File: src/rtl/scan_pkg.sv
// Shared definitions for the scan master: FSM state encoding, default chain
// length and the minimum run length before the halt line is honoured.
package scan_pkg;

  typedef enum logic [2:0] {
    IDLE,
    SHIFT_LO,
    SHIFT_HI,
    TAIL,
    RUN_LO,
    RUN_HI
  } scan_state_t;

  // 24 core state bits + 15 bytes of memory + 16 key bits
  localparam int CHAIN_LEN_DEF = 160;
  localparam int HALT_MIN      = 4;

endpackage

File: src/rtl/scan_shadow.sv
// Shadow image of the scan chain: byte-addressable write/readback port plus a
// one-bit-per-shift serial path that feeds the chain MSB first.
module scan_shadow #(
  parameter  int CHAIN_LEN = 160,
  localparam int NBYTES    = CHAIN_LEN / 8,
  localparam int AW        = $clog2(CHAIN_LEN / 8)
) (
  input  logic          clk,
  input  logic          rst,
  input  logic          wr_en,
  input  logic [AW-1:0] wr_addr,
  input  logic [7:0]    wr_data,
  input  logic [AW-1:0] rd_addr,
  output logic [7:0]    rd_data,
  input  logic          shift_en,
  input  logic          shift_bit,
  output logic          msb,
  output logic          next_msb
);

  logic [CHAIN_LEN-1:0] bits;

  always_ff @(posedge clk or posedge rst) begin
    if (rst) begin
      bits <= '0;
    end else if (shift_en) begin
      bits <= {bits[CHAIN_LEN-2:0], shift_bit};
    end else if (wr_en && (32'(wr_addr) < NBYTES)) begin
      bits[8*wr_addr +: 8] <= wr_data;
    end
  end

  // Addresses past the last byte read as zero rather than aliasing
  assign rd_data  = (32'(rd_addr) < NBYTES) ? bits[8*rd_addr +: 8] : 8'h00;
  assign msb      = bits[CHAIN_LEN-1];
  assign next_msb = bits[CHAIN_LEN-2];

endmodule

File: src/rtl/scan_master.sv
// Scan-chain master: swaps the shadow image with the core chain and, when
// SCAN_MASTER_RUN_EN is defined, clocks the core until halt or run_max cycles.
module scan_master
  import scan_pkg::*;
#(
  parameter  int CHAIN_LEN = CHAIN_LEN_DEF,
  parameter  int CNT_W     = 8,
  localparam int AW        = $clog2(CHAIN_LEN / 8)
) (
  input  logic             clk_in,
  input  logic             rst_in,
  input  logic             wr_en,
  input  logic [AW-1:0]    wr_addr,
  input  logic [7:0]       wr_data,
  input  logic [AW-1:0]    rd_addr,
  output logic [7:0]       rd_data,
  input  logic             xchg_start,
  input  logic             run_start,
  input  logic [CNT_W-1:0] run_max,
  output logic             busy,
  output logic             done,
  output logic [CNT_W-1:0] run_cycles,
  output logic             scan_clk_out,
  output logic             scan_en_n_out,
  output logic             proc_en_n_out,
  output logic             scan_data_out,
  input  logic             scan_data_in
);

  localparam int BW = $clog2(CHAIN_LEN);

  scan_state_t   state, state_nxt;
  logic [BW-1:0] bit_cnt, bit_cnt_nxt;
  logic          cap, cap_nxt;
  logic          clk_nxt, en_n_nxt, data_nxt, done_nxt;
  logic          shift_en, wr_ok, shadow_msb, shadow_next;

`ifdef SCAN_MASTER_RUN_EN
  logic [CNT_W-1:0] run_cnt, run_cnt_nxt, run_cycles_nxt;
  logic             proc_n_nxt;
`else
  logic unused_run;
  assign unused_run    = ^{run_start, run_max};
  assign proc_en_n_out = 1'b1;
  assign run_cycles    = '0;
`endif

  scan_shadow #(.CHAIN_LEN(CHAIN_LEN)) u_shadow (
    .clk      (clk_in),
    .rst      (rst_in),
    .wr_en    (wr_ok),
    .wr_addr  (wr_addr),
    .wr_data  (wr_data),
    .rd_addr  (rd_addr),
    .rd_data  (rd_data),
    .shift_en (shift_en),
    .shift_bit(cap),
    .msb      (shadow_msb),
    .next_msb (shadow_next)
  );

  assign busy = (state != IDLE);

  // Pin outputs are computed one cycle ahead and registered so they never glitch
  always_comb begin
    state_nxt   = state;
    bit_cnt_nxt = bit_cnt;
    cap_nxt     = cap;
    clk_nxt     = 1'b0;
    en_n_nxt    = scan_en_n_out;
    data_nxt    = scan_data_out;
    done_nxt    = 1'b0;
    shift_en    = 1'b0;
    wr_ok       = 1'b0;
`ifdef SCAN_MASTER_RUN_EN
    run_cnt_nxt    = run_cnt;
    run_cycles_nxt = run_cycles;
    proc_n_nxt     = 1'b1;
`endif
    case (state)
      IDLE: begin
        if (xchg_start) begin
          state_nxt   = SHIFT_LO;
          bit_cnt_nxt = '0;
          en_n_nxt    = 1'b0;
          data_nxt    = shadow_msb;
`ifdef SCAN_MASTER_RUN_EN
        end else if (run_start) begin
          state_nxt   = RUN_LO;
          run_cnt_nxt = '0;
          proc_n_nxt  = 1'b0;
`endif
        end else begin
          wr_ok = wr_en;
        end
      end
      SHIFT_LO: begin
        cap_nxt   = scan_data_in;
        clk_nxt   = 1'b1;
        state_nxt = SHIFT_HI;
      end
      SHIFT_HI: begin
        shift_en = 1'b1;
        data_nxt = shadow_next;
        if (bit_cnt == BW'(CHAIN_LEN - 1)) begin
          state_nxt   = TAIL;
          bit_cnt_nxt = '0;
        end else begin
          state_nxt   = SHIFT_LO;
          bit_cnt_nxt = bit_cnt + BW'(1);
        end
      end
      TAIL: begin
        if (bit_cnt == BW'(1)) begin
          state_nxt   = IDLE;
          bit_cnt_nxt = '0;
          en_n_nxt    = 1'b1;
          done_nxt    = 1'b1;
        end else begin
          bit_cnt_nxt = bit_cnt + BW'(1);
        end
      end
`ifdef SCAN_MASTER_RUN_EN
      RUN_LO: begin
        if ((run_cnt == run_max) ||
            ((run_cnt >= CNT_W'(HALT_MIN)) && scan_data_in)) begin
          state_nxt      = IDLE;
          done_nxt       = 1'b1;
          run_cycles_nxt = run_cnt;
        end else begin
          state_nxt  = RUN_HI;
          clk_nxt    = 1'b1;
          proc_n_nxt = 1'b0;
        end
      end
      RUN_HI: begin
        proc_n_nxt  = 1'b0;
        state_nxt   = RUN_LO;
        run_cnt_nxt = (run_cnt == '1) ? run_cnt : run_cnt + CNT_W'(1);
      end
`endif
      default: state_nxt = IDLE;
    endcase
  end

  always_ff @(posedge clk_in or posedge rst_in) begin
    if (rst_in) begin
      state         <= IDLE;
      bit_cnt       <= '0;
      cap           <= 1'b0;
      done          <= 1'b0;
      scan_clk_out  <= 1'b0;
      scan_en_n_out <= 1'b1;
      scan_data_out <= 1'b0;
    end else begin
      state         <= state_nxt;
      bit_cnt       <= bit_cnt_nxt;
      cap           <= cap_nxt;
      done          <= done_nxt;
      scan_clk_out  <= clk_nxt;
      scan_en_n_out <= en_n_nxt;
      scan_data_out <= data_nxt;
    end
  end

`ifdef SCAN_MASTER_RUN_EN
  always_ff @(posedge clk_in or posedge rst_in) begin
    if (rst_in) begin
      run_cnt       <= '0;
      run_cycles    <= '0;
      proc_en_n_out <= 1'b1;
    end else begin
      run_cnt       <= run_cnt_nxt;
      run_cycles    <= run_cycles_nxt;
      proc_en_n_out <= proc_n_nxt;
    end
  end
`endif

endmodule
File: config.mk
export PLATFORM = sky130hd
export DESIGN_NAME = scan_master
export DESIGN_NICKNAME = d
export VERILOG_FILES = /design/src/rtl/scan_pkg.sv /design/src/rtl/scan_shadow.sv /design/src/rtl/scan_master.sv
export SDC_FILE = /design/constraint.sdc
export NUM_CORES = 1
export LEC_CHECK = 0
export CELL_PAD_IN_SITES_DETAIL_PLACEMENT = 1
export CELL_PAD_IN_SITES_GLOBAL_PLACEMENT = 2
export CORE_UTILIZATION = 41
export CTS_BUF_LIST = sky130_fd_sc_hd__clkbuf_2
export CTS_CLUSTER_DIAMETER = 50
export DETAILED_ROUTE_END_ITERATION = 16
export PLACE_DENSITY = 0.92
export SYNTH_ARGS = -nofsm -noshare
export SYNTH_HDL_FRONTEND = slang
export SYNTH_HIERARCHICAL = 1
export SYNTH_SLANG_ARGS = --single-unit
File: constraint.sdc
create_clock -name clk_in -period 7.5 [get_ports clk_in]
set_input_delay 2.25 -clock clk_in [delete_from_list [all_inputs] [get_ports clk_in]]
set_output_delay 2.25 -clock clk_in [all_outputs]
set_load 0.01 [all_outputs]
Word level (Yosys, flattened, before mapping)
Cells that the tools add are included.
{"block": "classes", "n_lt_le_gt_ge": 2, "add_sub_neg": 2, "shift": 3, "n_mux": 23, "n_reduce_logical": 11, "n_eq_ne": 7}
{"cell": "2-to-1 mux 160 bit", "count": 2}
{"cell": "bitwise mux 160 bit", "count": 1}
{"cell": "variable shift 8 x 34 -> 160 bit, first input constant", "count": 1}
{"cell": "variable part select 160 x 9 -> 8 bit", "count": 1}
{"cell": "variable part select 8 x 34 -> 160 bit", "count": 1}
{"cell": "negator 8 -> 34 bit", "count": 1}
{"cell": "2-to-1 mux 8 bit", "count": 4}
{"cell": "case mux 8 bit (3 select lines)", "count": 1}
{"cell": "case mux 3 bit (4 select lines)", "count": 1}
{"cell": "less-than comparator 5 bit, second input constant", "count": 2}
{"cell": "2-to-1 mux 1 bit", "count": 9}
{"cell": "adder 8 x 1 -> 8 bit, second input constant", "count": 1}
{"cell": "equality test 8 x 1 -> 1 bit, second input constant", "count": 1}
{"cell": "equality test 8 bit, second input constant", "count": 1}
{"cell": "equality test 3 x 2 -> 1 bit, second input constant", "count": 2}
{"cell": "2-to-1 mux 3 bit", "count": 2}
{"cell": "AND reduction 2 bit", "count": 3}
{"cell": "nonzero test 2 bit", "count": 3}
{"cell": "nonzero test 3 bit", "count": 2}
{"cell": "!= test 2 bit, second input constant", "count": 2}
{"cell": "case mux 1 bit (2 select lines)", "count": 2}
{"cell": "equality test 3 x 1 -> 1 bit, second input constant", "count": 1}
{"cell": "zero test 3 bit", "count": 1}
{"cell": "AND reduction 3 bit", "count": 1}
{"cell": "2 further kinds", "count": 2}
{"block": "word_totals", "wordCells": 56, "register_bits": 176, "out_inout_bits": 22, "in_bits": 32}

Longest topological paths before layout
Gate-level depths: netlist of run 1.
{"block": "depth", "word_depth": 5, "mapped_depth": 13, "mapped_depth_nobuf": 9}

By module
Netlist of run 1, hierarchy kept.
{"module": "scan_shadow", "cells_each": 975, "n_inst": 1, "seq_area_each_um2": 4003.8, "area_each_um2": 9581.7}
{"module": "scan_master", "cells_each": 97, "n_inst": 1, "seq_area_each_um2": 376.6, "area_each_um2": 889.6}

Least setup slack after synthesis of run 1
OpenSTA, ideal clock, no wires.
{"block": "synth_timing", "kind": "input port to output port", "start": "input port rd_addr[1]", "end": "output port rd_data[5]", "cell_stages": 7, "arrival_ps": 3933, "path_slack_ps": 1317, "n_path_buf": 4, "t_required_ps": 5250, "path_cell_list": "buf_2 > buf_2 > clkbuf_1 > buf_1 > mux4_2 > a21oi_1 > o22ai_1"}
{"block": "synth_via", "elab_chain_cells": 2, "word_cells_on_any_way": 3}
{"item": "start, declared", "line_no": "scan_master.sv:15", "text": "input logic [AW-1:0] rd_addr,"}
{"item": "variable part select 160 x 9 -> 8 bit or less-than comparator 5 bit (tied branches)", "line_no": "scan_shadow.sv:34", "text": "assign rd_data = (32'(rd_addr) < NBYTES) ? bits[8*rd_addr +: 8] : 8'h00;"}
{"item": "2-to-1 mux 8 bit (*)", "line_no": "scan_shadow.sv:34"}
{"item": "end, declared", "line_no": "scan_master.sv:16", "text": "output logic [7:0] rd_data,"}
Every way passes the cells marked *; elsewhere a longest branch is shown, timed or not.

Final worst setup path of run 1
{"block": "layout_timing", "start": "input port rd_addr[1]", "end": "output port rd_data[7]"}
Same word-level chain as after synthesis.

==> results of run 1 <==
-- layout make-up --
class / instances / area [µm²]
tap: 330 / 413
sequential: 175 / 4380
multi-input combinational: 785 / 5610
inverter: 23 / 96.3
clock inverter: 15 / 185
clock buffer: 17 / 85.1
antenna: 2 / 5.00
timing repair buffer: 66 / 573
fill: 2904 / 13800
-- sequential cells by signal, summed over array words and instances (netlist names) --
| signal | cells |
|---|---|
| state | 2 |
| scan_clk_out | 1 |
| u_shadow/bits | 160 |
| cap | 1 |
| done | 1 |
| scan_data_out | 1 |
| bit_cnt | 8 |
| scan_en_n_out | 1 |
-- worst max-delay path, cell delays in order --
cell             delay (ns)
buf_2                  0.41
buf_4                  0.39
buf_4                  0.42
mux4_2                 0.33
a21oi_1                0.08
o22ai_1                0.29
clkdlybuf4s50_1        0.60
-- path summary, 6_finish.rpt --
| check | startpoint | endpoint | slack (ns) | cells after the start |
|---|---|---|---|---|
| max | rd_addr[1] | rd_data[7] | 0.44 | 7 |
| min in group asynchronous | rst_in | u_shadow/bits[0] | 1.87 | 2 |
| max in group asynchronous | rst_in | u_shadow/bits[73] | 4.44 | 3 |
| min reg2reg | cap | u_shadow/bits[0] | 0.53 | 2 |
| max reg2reg | state[1] | u_shadow/bits[20] | 3.79 | 7 |
| min | cap | u_shadow/bits[0] | 0.53 | 2 |
-- stage by stage --
stage | setup WS, ns | power, mW | util
floorplan | 0.930 | 2.44 | -
global placement | 0.530 | 2.86 | 0.441
detailed placement | 0.493 | 2.93 | 0.441
CTS | 0.488 | 3.50 | 0.452
global route | 0.321 | 3.71 | 0.452
finish | 0.442 | 3.52 | 0.452
-- placed cells by master (no fill, tap or decap), types with 13 or more instances in the layout --
cell,count
mux4_2,24
and2_1,19
a32oi_1,14
buf_4,31
and3_1,13
a22o_1,16
nor3_1,20
a221o_1,32
dfrtp_1,174
o21ai_0,68
nor2_1,37
a2111oi_0,17
nand3_1,28
clkbuf_2,17
nand2_1,154
clkdlybuf4s50_1,33
mux2i_1,90
a21oi_1,35
o22ai_1,18
o211ai_1,16
inv_1,21
nor2b_1,22
-- cells by family (layout without fill, tap and decap cells) --
kind of cell / Yosys count / count (layout) / share of synthesized area
XOR/XNOR: 5 / 5 / 0.00490
adder cells (fa/ha/maj): 4 / 4 / 0.00478
flip-flops: 175 / 175 / 0.418
multiplexers: 122 / 122 / 0.146
AND/OR/NAND/NOR: 358 / 358 / 0.176
other: 2 / 11 / 0.000717
AO/OA/AOI/OAI: 287 / 287 / 0.200
buffers and inverters: 119 / 121 / 0.0485
-- power breakdown --
group	switching [mW]	internal (mW)
logic	0.765	0.556
clock network	0.377	0.192
registers	0.354	1.27
total	1.50	2.02
-- per-layer routing --
metal | vias up | share of wire
li1 | 3989 | -
met1 | 4777 | 0.45
met2 | 365 | 0.46
met3 | 68 | 0.060
met4 | 0 | 0.038
met5 | - | 0
-- cell usage after synthesis, drive strengths merged (18+ instances only) --
master	number
and2	19
dfrtp	174
a21oi	35
nor3	25
nor2b	22
nand2	154
nand3	28
buf	36
o22ai	18
nor2	39
clkbuf	60
inv	23
o21ai	80
mux4	24
a2111oi	18
mux2i	90
a221o	32
==> results.toml, run 1 <==
[timing]
whs_ns = 0.533
hold_viol_final = 0
final_max_slew_viol_count = 0
fmax_ghz = 0.142
setup_viol = 0
period_share = 0.941
fin_crit_ns = 7.06
tns_ns = 0
fin_skew_ns = 0.0317
grt_setup_unrepaired = "false"
slew_headroom = 0.229
worst_slew_pin_slew_ns = 1.15

[placed_design]
hpwl_um = 26100
io_buffers = 35
place_area_mm2 = 0.0111
post-place-cells = 1379
gp_congestion = 0.887

[layout]
area_growth_pct = 8.41
nets = 1104
design_area_mm2 = 0.0114
finalNonFillerCells = 1413
drive_gt1_frac = 0.120

[global_route]
track_usage = 0.290
grt_busiest_layer = "met2"
grt_pass1_wl_um = 57000
overflow = 0
grtUsageMet3 = 0.0480
use_met1 = 0.407
grt_pass1_vias = 9182
antenna_found_initial = 1
use_met2 = 0.448
grt_start_max_net_pins = 100

[route]
ant_nets = 0
via_count = 9199
wl_per_cell_um = 26.1
viasPerCell = 6.51
drt_iter0_markers = 1009
routed_wl_um = 36900
drtPass1Iterations = 5
drc = 0

[synth]
yosys.area.top_type = "dfrtp_1"
ys.flop_type = "dfrtp_1"
ys_seq_elements = 175
synth_top_area_share = 0.416
yosysWarnings = 6
synth_edf_count = 0
ys_async_sr_fraction = 1.00
netlist_instances = 1072
synthDistinctLibCells = 77
netlist_area_mm2 = 0.0105
yosysSeqAreaShare = 0.418
ys_top_cells_by_area = "dfrtp_1 (42%), mux2i_1 (8.6%), nand2_1 (5.5%), mux4_2 (5.2%), o21ai_0 (3.3%)"
syn_avg_cell_area_um2 = 9.77

[worst_setup_path]
crit_required_ns = 5.25
crit_path_end_kind = "output port"
crit_arrival_ns = 4.81
startpoint_type = "primary input"
critical_path_class = "in2out"
crit_fanout = 24

[clock_tree]
clockRootBuffer = "clkbuf_2"
cts_resized = 0
path_clk_slew_ns = 0.28
cts_setup_buffers = 0
cts.sinks = 175
clockBufferDepth = 2
ctsHoldBuffers = 0
htree_num_levels = 4
clk_latency_ns = 0.78
cts_tree = "yes"
cts-buffers-inserted = 17

[pwr]
ir_drop_mv = 0.168
power_density_mw_per_mm2 = 310
cellLeakagePower_nw = 4.64

[floorplan]
dieWidth_um = 162
dieHeight_um = 162
die_area_mm2 = 0.0262
core_area_mm2 = 0.0251
core.rowCount = 58
io_pins = 54
initial_core_util = 0.417

[status]
status = "finished clean"

[hold_path]
min_path_type = "reg2reg"

[flow_run]
drv_cap = 0
(Power assumes the default switching activity.)
==> inputs of run 2 (changes only) <==
- CAP_MARGIN: not set -> 10
- CORE_UTILIZATION: 41 -> 40
- CTS_BUF_LIST: sky130_fd_sc_hd__clkbuf_2 -> not set
- PLACE_DENSITY: 0.92 -> 0.9
==> run 2 against run 1 <==
Cell count down 0.35%. Sequential share of layout area down 1.0 points. Combinational power about the same. Register-to-register slack worse by 0.45 ns. Highest routed layer unchanged. Clock power up 70%. Routed wire length up 3.8%. Final area up 2.8%. Via count down 0.27%.
==> results.toml, run 2 (same netlist as run 1, synthesis figures left out) <==
[floorplan]
dieHeight_um = 164
dieWidth_um = 164
core_area_mm2 = 0.0254
core.rowCount = 58
die_area_mm2 = 0.0268
io_pins = 54
initial_core_util = 0.412

[global_route]
antenna_found_initial = 1
grt_pass1_wl_um = 58600
grt_pass1_vias = 9118
overflow = 0
grt_start_max_net_pins = 128
track_usage = 0.296

[layout]
final_common_cell = "dfrtp_1"
reg_top3 = "u_shadow/bits (160), bit_cnt (8), state (2)"
area_growth_pct = 11.4
nets = 1100
largest_reg_flops = 160
design_area_mm2 = 0.0117
finalNonFillerCells = 1408
top_register = "u_shadow/bits"
drive_gt1_frac = 0.117
layout_common_cells = "dfrtp_1 (174), nand2_1 (154), mux2i_1 (90), o21ai_0 (68), nor2_1 (37)"

[clock_tree]
clockRootBuffer = "clkbuf_16"
cts.sinks = 175
cts-buffers-inserted = 17
htree_num_levels = 4
cts_tree = "yes"
clk_latency_ns = 0.44
clockBufferDepth = 2
cts_resized = 0
ctsHoldBuffers = 0
cts_setup_buffers = 0
path_clk_slew_ns = 0.07

[route]
wl_per_cell_um = 27.2
routed_wl_um = 38300
drtPass1Iterations = 5
ant_nets = 0
drc = 0
drt_iter0_markers = 900
via_count = 9174
viasPerCell = 6.52

[timing]
worst_slew_pin_slew_ns = 1.08
whs_ns = 0.519
grt_setup_unrepaired = "false"
final_max_slew_viol_count = 0
setup_viol = 0
fmax_ghz = 0.137
fin_skew_ns = 0.0109
fin_crit_ns = 7.28
slew_headroom = 0.279
period_share = 0.971
hold_viol_final = 0
tns_ns = 0

[pwr]
power_density_mw_per_mm2 = 338
ir_drop_mv = 0.194
cellLeakagePower_nw = 4.77

[hold_path]
hold_depth = 1
min_path_type = "reg2reg"

[worst_setup_path]
r2r_cells = 8
crit_path_end_kind = "output port"
crit_fanout = 31
crit_arrival_ns = 5.03
crit_required_ns = 5.25
critical_path_class = "in2out"
startpoint_type = "primary input"

[placed_design]
post-place-cells = 1375
gp_congestion = 0.897
place_area_mm2 = 0.0110
hpwl_um = 26500
io_buffers = 35

[flow_run]
drv_cap = 0

[status]
status = "finished clean"
run 2: changes by cell type in the layout (fill, tap and decap cells not counted), sizes merged:
cell      delta
clkinvlp     -2
clkinv       -2
diode        -1
buf          -4
inv          +2
clkbuf       +2
run 2: layout make-up:
type / count / area, µm²
Fill cell: 2862 / 13700
Sequential cell: 175 / 4380
Timing Repair Buffer: 62 / 543
Tap cell: 330 / 413
Multi-Input combinational cell: 785 / 5610
Antenna cell: 1 / 2.50
Clock inverter: 13 / 175
Inverter: 23 / 96.3
Clock buffer: 19 / 443
run 2: metrics by stage:
stage                     total power [mW]  setup slack (ns)   util
after floorplan                       2.44             0.930      -
after global placement                2.87             0.306  0.435
after detailed placement              2.94             0.273  0.435
after CTS                             3.92             0.197  0.459
after global routing                  4.13             0.157  0.459
final                                 3.94             0.218  0.459
run 2: worst paths after layout:
| kind | startpoint | endpoint | slack (ns) |
|---|---|---|---|
| max | rd_addr[1] | rd_data[5] | 0.22 |
| min | scan_en_n_out | scan_en_n_out | 0.52 |
| max reg2reg | state[1] | u_shadow/bits[150] | 3.34 |
| min reg2reg | scan_en_n_out | scan_en_n_out | 0.52 |
| max in group asynchronous | rst_in | u_shadow/bits[113] | 4.03 |
| min in group asynchronous | rst_in | done | 2.31 |
run 2: metal layers:
layer,vias up,GRT usage,part of all wire
met2,351,0.447,0.46
met5,-,0,0
met4,0,0.140,0.042
met3,89,0.0530,0.069
li1,3981,-,-
met1,4753,0.412,0.43
run 2: critical path: stages:
cell and delay [ns]:
buf_2 0.58, buf_4 0.33, mux2i_1 0.12, a2111oi_0 0.64, buf_4 0.23, a21oi_1 0.05, o22ai_1 0.23, clkdlybuf4s50_1 0.58
run 2: power breakdown:
group	internal (mW)	switching [mW]	total, mW
sequential	1.28	0.362	1.64
clock	0.542	0.425	0.967
combinational	0.554	0.782	1.34
==> inputs of run 3 (changes only) <==
- CORE_UTILIZATION: 40 -> 43
- DONT_BUFFER_PORTS: not set -> 1
- SYNTH_HIERARCHICAL: 1 -> not set
==> run 3 against run 2 <==
Sequential share of layout area rose by 4.9 points. Synthesized cell count fell by 15%. Hold slack improved by 0.00063 ns. Highest routed layer unchanged. Die area down 15%. First-iteration DRC count shrank 9.7%. Power is 3.9% higher. Routed wire length is 13% lower. Core utilization is 1.4 points higher. Clock-buffer cell count is the same. Flip-flop and latch count did not move.
==> results.toml, run 3 <==
[status]
status = "finished clean"

[synth]
netlist_area_mm2 = 0.00957
synth-compound-area-share = 0.195
synth_common_cells = "dfrtp_1 (174), nor2_1 (132), a221o_1 (104)"
synth_top_family_by_area = "compound AO/OA/AOI/OAI gates"
synth_top_area_share = 0.455
syn_avg_cell_area_um2 = 10.5
netlist_instances = 913
ys_async_sr_fraction = 1.00
synth.mux.area_fraction = 0.134
synth_edf_count = 0
ys_seq_elements = 175
synthDistinctLibCells = 60
ys.flop_type = "dfrtp_1"
yosys.area.top_type = "dfrtp_1"
yosysSeqAreaShare = 0.458
synth-simple-area-share = 0.163
yosysWarnings = 0
yosysMostFrequentCell = "dfrtp_1"
synth_xor_area_frac = 0.00183
ys_top_cells_by_area = "dfrtp_1 (46%), a221o_1 (11%), mux4_2 (9.4%), nor2_1 (5.2%), mux2i_1 (3.8%)"
synthAdderAreaFrac = 0.00523

[timing]
worst_slew_pin_slew_ns = 1.20
setup_viol = 0
period_share = 0.781
slew_headroom = 0.195
fin_crit_ns = 5.85
fmax_ghz = 0.171
final_max_slew_viol_count = 0
fin_skew_ns = 0.0133
grt_setup_unrepaired = "false"
tns_ns = 0
hold_viol_final = 0

[pwr]
ir_drop_mv = 0.178
swShare = 0.386
seqPwrFrac = 0.426
clockPowerShare = 0.241
combPwrFrac = 0.333
internal_power_mw = 2.52
cellLeakagePower_nw = 4.27
p_switching_mw = 1.58
power_density_mw_per_mm2 = 397

[clock_tree]
clockRootBuffer = "clkbuf_16"
path_clk_slew_ns = 0.08
ctsHoldBuffers = 0
cts-buffers-inserted = 17
cts.sinks = 175
htree_num_levels = 4
cts_resized = 0
cts_tree = "yes"
cts_setup_buffers = 0
clk_latency_ns = 0.45
clockBufferDepth = 2

[layout]
drive_gt1_frac = 0.116
top_register = "u_shadow.bits"
area_growth_pct = 8.00
n_fill_cell = 2356
largest_reg_flops = 160
design_area_mm2 = 0.0103
register_area_mm2 = 0.00438
diodes = 0
reg_top3 = "u_shadow.bits (160), bit_cnt (8), state (2)"
layout_common_cells = "dfrtp_1 (174), nor2_1 (132), a221o_1 (104), nand2_1 (92), mux4_2 (40)"
final_common_cell = "dfrtp_1"
nets = 905
multiInputGateArea_mm2 = 0.00482

[placed_design]
gp_congestion = 0.898
hpwl_um = 22700
io_buffers = 0
place_area_mm2 = 0.00970

[worst_setup_path]
critical_path_class = "in2out"
crit_fanout = 10
startpoint_type = "primary input"
critPathLaunch = "rd_addr[2]"
rr_endpoint = "u_shadow.bits[60]"
crit_path_end_kind = "output port"
setup.worst_path.end = "rd_data[2]"
crit_required_ns = 5.25
rrSetupSlack_ns = 4.32
reg2reg_from = "state[1]"
crit_arrival_ns = 3.60
r2r_cells = 5

[global_route]
grt_pass1_vias = 8213
grt_pass1_wl_um = 51400
track_usage = 0.311
antenna_found_initial = 1
overflow = 0
grt_start_max_net_pins = 66

[route]
ant_nets = 0
drt_iter0_markers = 813
drc = 0
drtPass1Iterations = 5
via_count = 7995
wl_per_cell_um = 28.8
routed_wl_um = 33500
viasPerCell = 6.88

[flow_run]
drv_cap = 0

[floorplan]
io_pins = 54
die_area_mm2 = 0.0228
core_area_mm2 = 0.0218
initial_core_util = 0.438
dieWidth_um = 151
core.rowCount = 54
dieHeight_um = 151

[hold_path]
min_path_type = "reg2reg"
[run 3: cell count changes after synthesis, sizes merged, moves of 18 or more]
cell | previous run | this run
mux2i | 90 | 36
a2111oi | 18 | 0
nor2 | 39 | 132
o21ai | 80 | 27
a221o | 32 | 104
nand2 | 154 | 92
[run 3: cell type report]
type / count / share of cell area
Multi-Input combinational cell: 651 / 0.466
Clock inverter: 13 / 0.0194
Inverter: 9 / 0.00375
Clock buffer: 19 / 0.0419
Timing Repair Buffer: 15 / 0.0109
Sequential cell: 175 / 0.424
Tap cell: 280 / 0.0339
[run 3: metrics by stage]
step	utilization	hold slack (ns)	std cells	power, mW	setup WS [ns]
global route	0.473	0.550	1162	4.30	1.65
floorplan	-	0.456	920	2.66	0.506
global placement	0.444	0.488	1130	3.01	1.71
detailed placement	0.444	0.497	1130	3.07	1.68
CTS	0.473	0.514	1162	4.08	1.66
finish	0.473	0.520	1162	4.10	1.65
[run 3: power by group through the flow]
stage	sequential (mW)	clock [mW]	combinational, mW
6_report	1.75	0.988	1.36
5_1_grt	1.78	1.03	1.48
2_1_floorplan	1.56	0	1.11
3_3_place_gp	1.72	0	1.29
3_5_place_dp	1.73	0	1.34
4_1_cts	1.73	0.994	1.35
[run 3: how the worst min path moves through the flow]
stage	from	end	depth (start not counted)
global placement	u_shadow.bits[67]	u_shadow.bits[68]	2
global route	u_shadow.bits[66]	u_shadow.bits[67]	2
detailed placement	u_shadow.bits[66]	u_shadow.bits[67]	2
finish	u_shadow.bits[66]	u_shadow.bits[67]	2
floorplan	u_shadow.bits[65]	u_shadow.bits[66]	2
CTS	u_shadow.bits[66]	u_shadow.bits[67]	2
[run 3: worst max-delay path, stage by stage]
cell and delay (ns):
nor2_1 0.59, a22oi_1 0.31, a21oi_1 0.44
[run 3: logic make-up (layout without fill, tap and decap cells)]
family,after synthesis,count (layout)
AO/OA/AOI/OAI,226,226
adder cells (fa/ha/maj),4,4
buffers and inverters,94,56
multiplexers,78,78
flip-flops,175,175
XOR/XNOR,2,2
other,2,9
AND/OR/NAND/NOR,332,332
[run 3: layer usage]
metal  GRT usage  routed length (µm)  vias up
li1            -                   -     3387
met1       0.414               14000     4148
met2       0.483               15400      376
met3      0.0798                2790       84
met4       0.127                1230        0
met5           0                   0        -
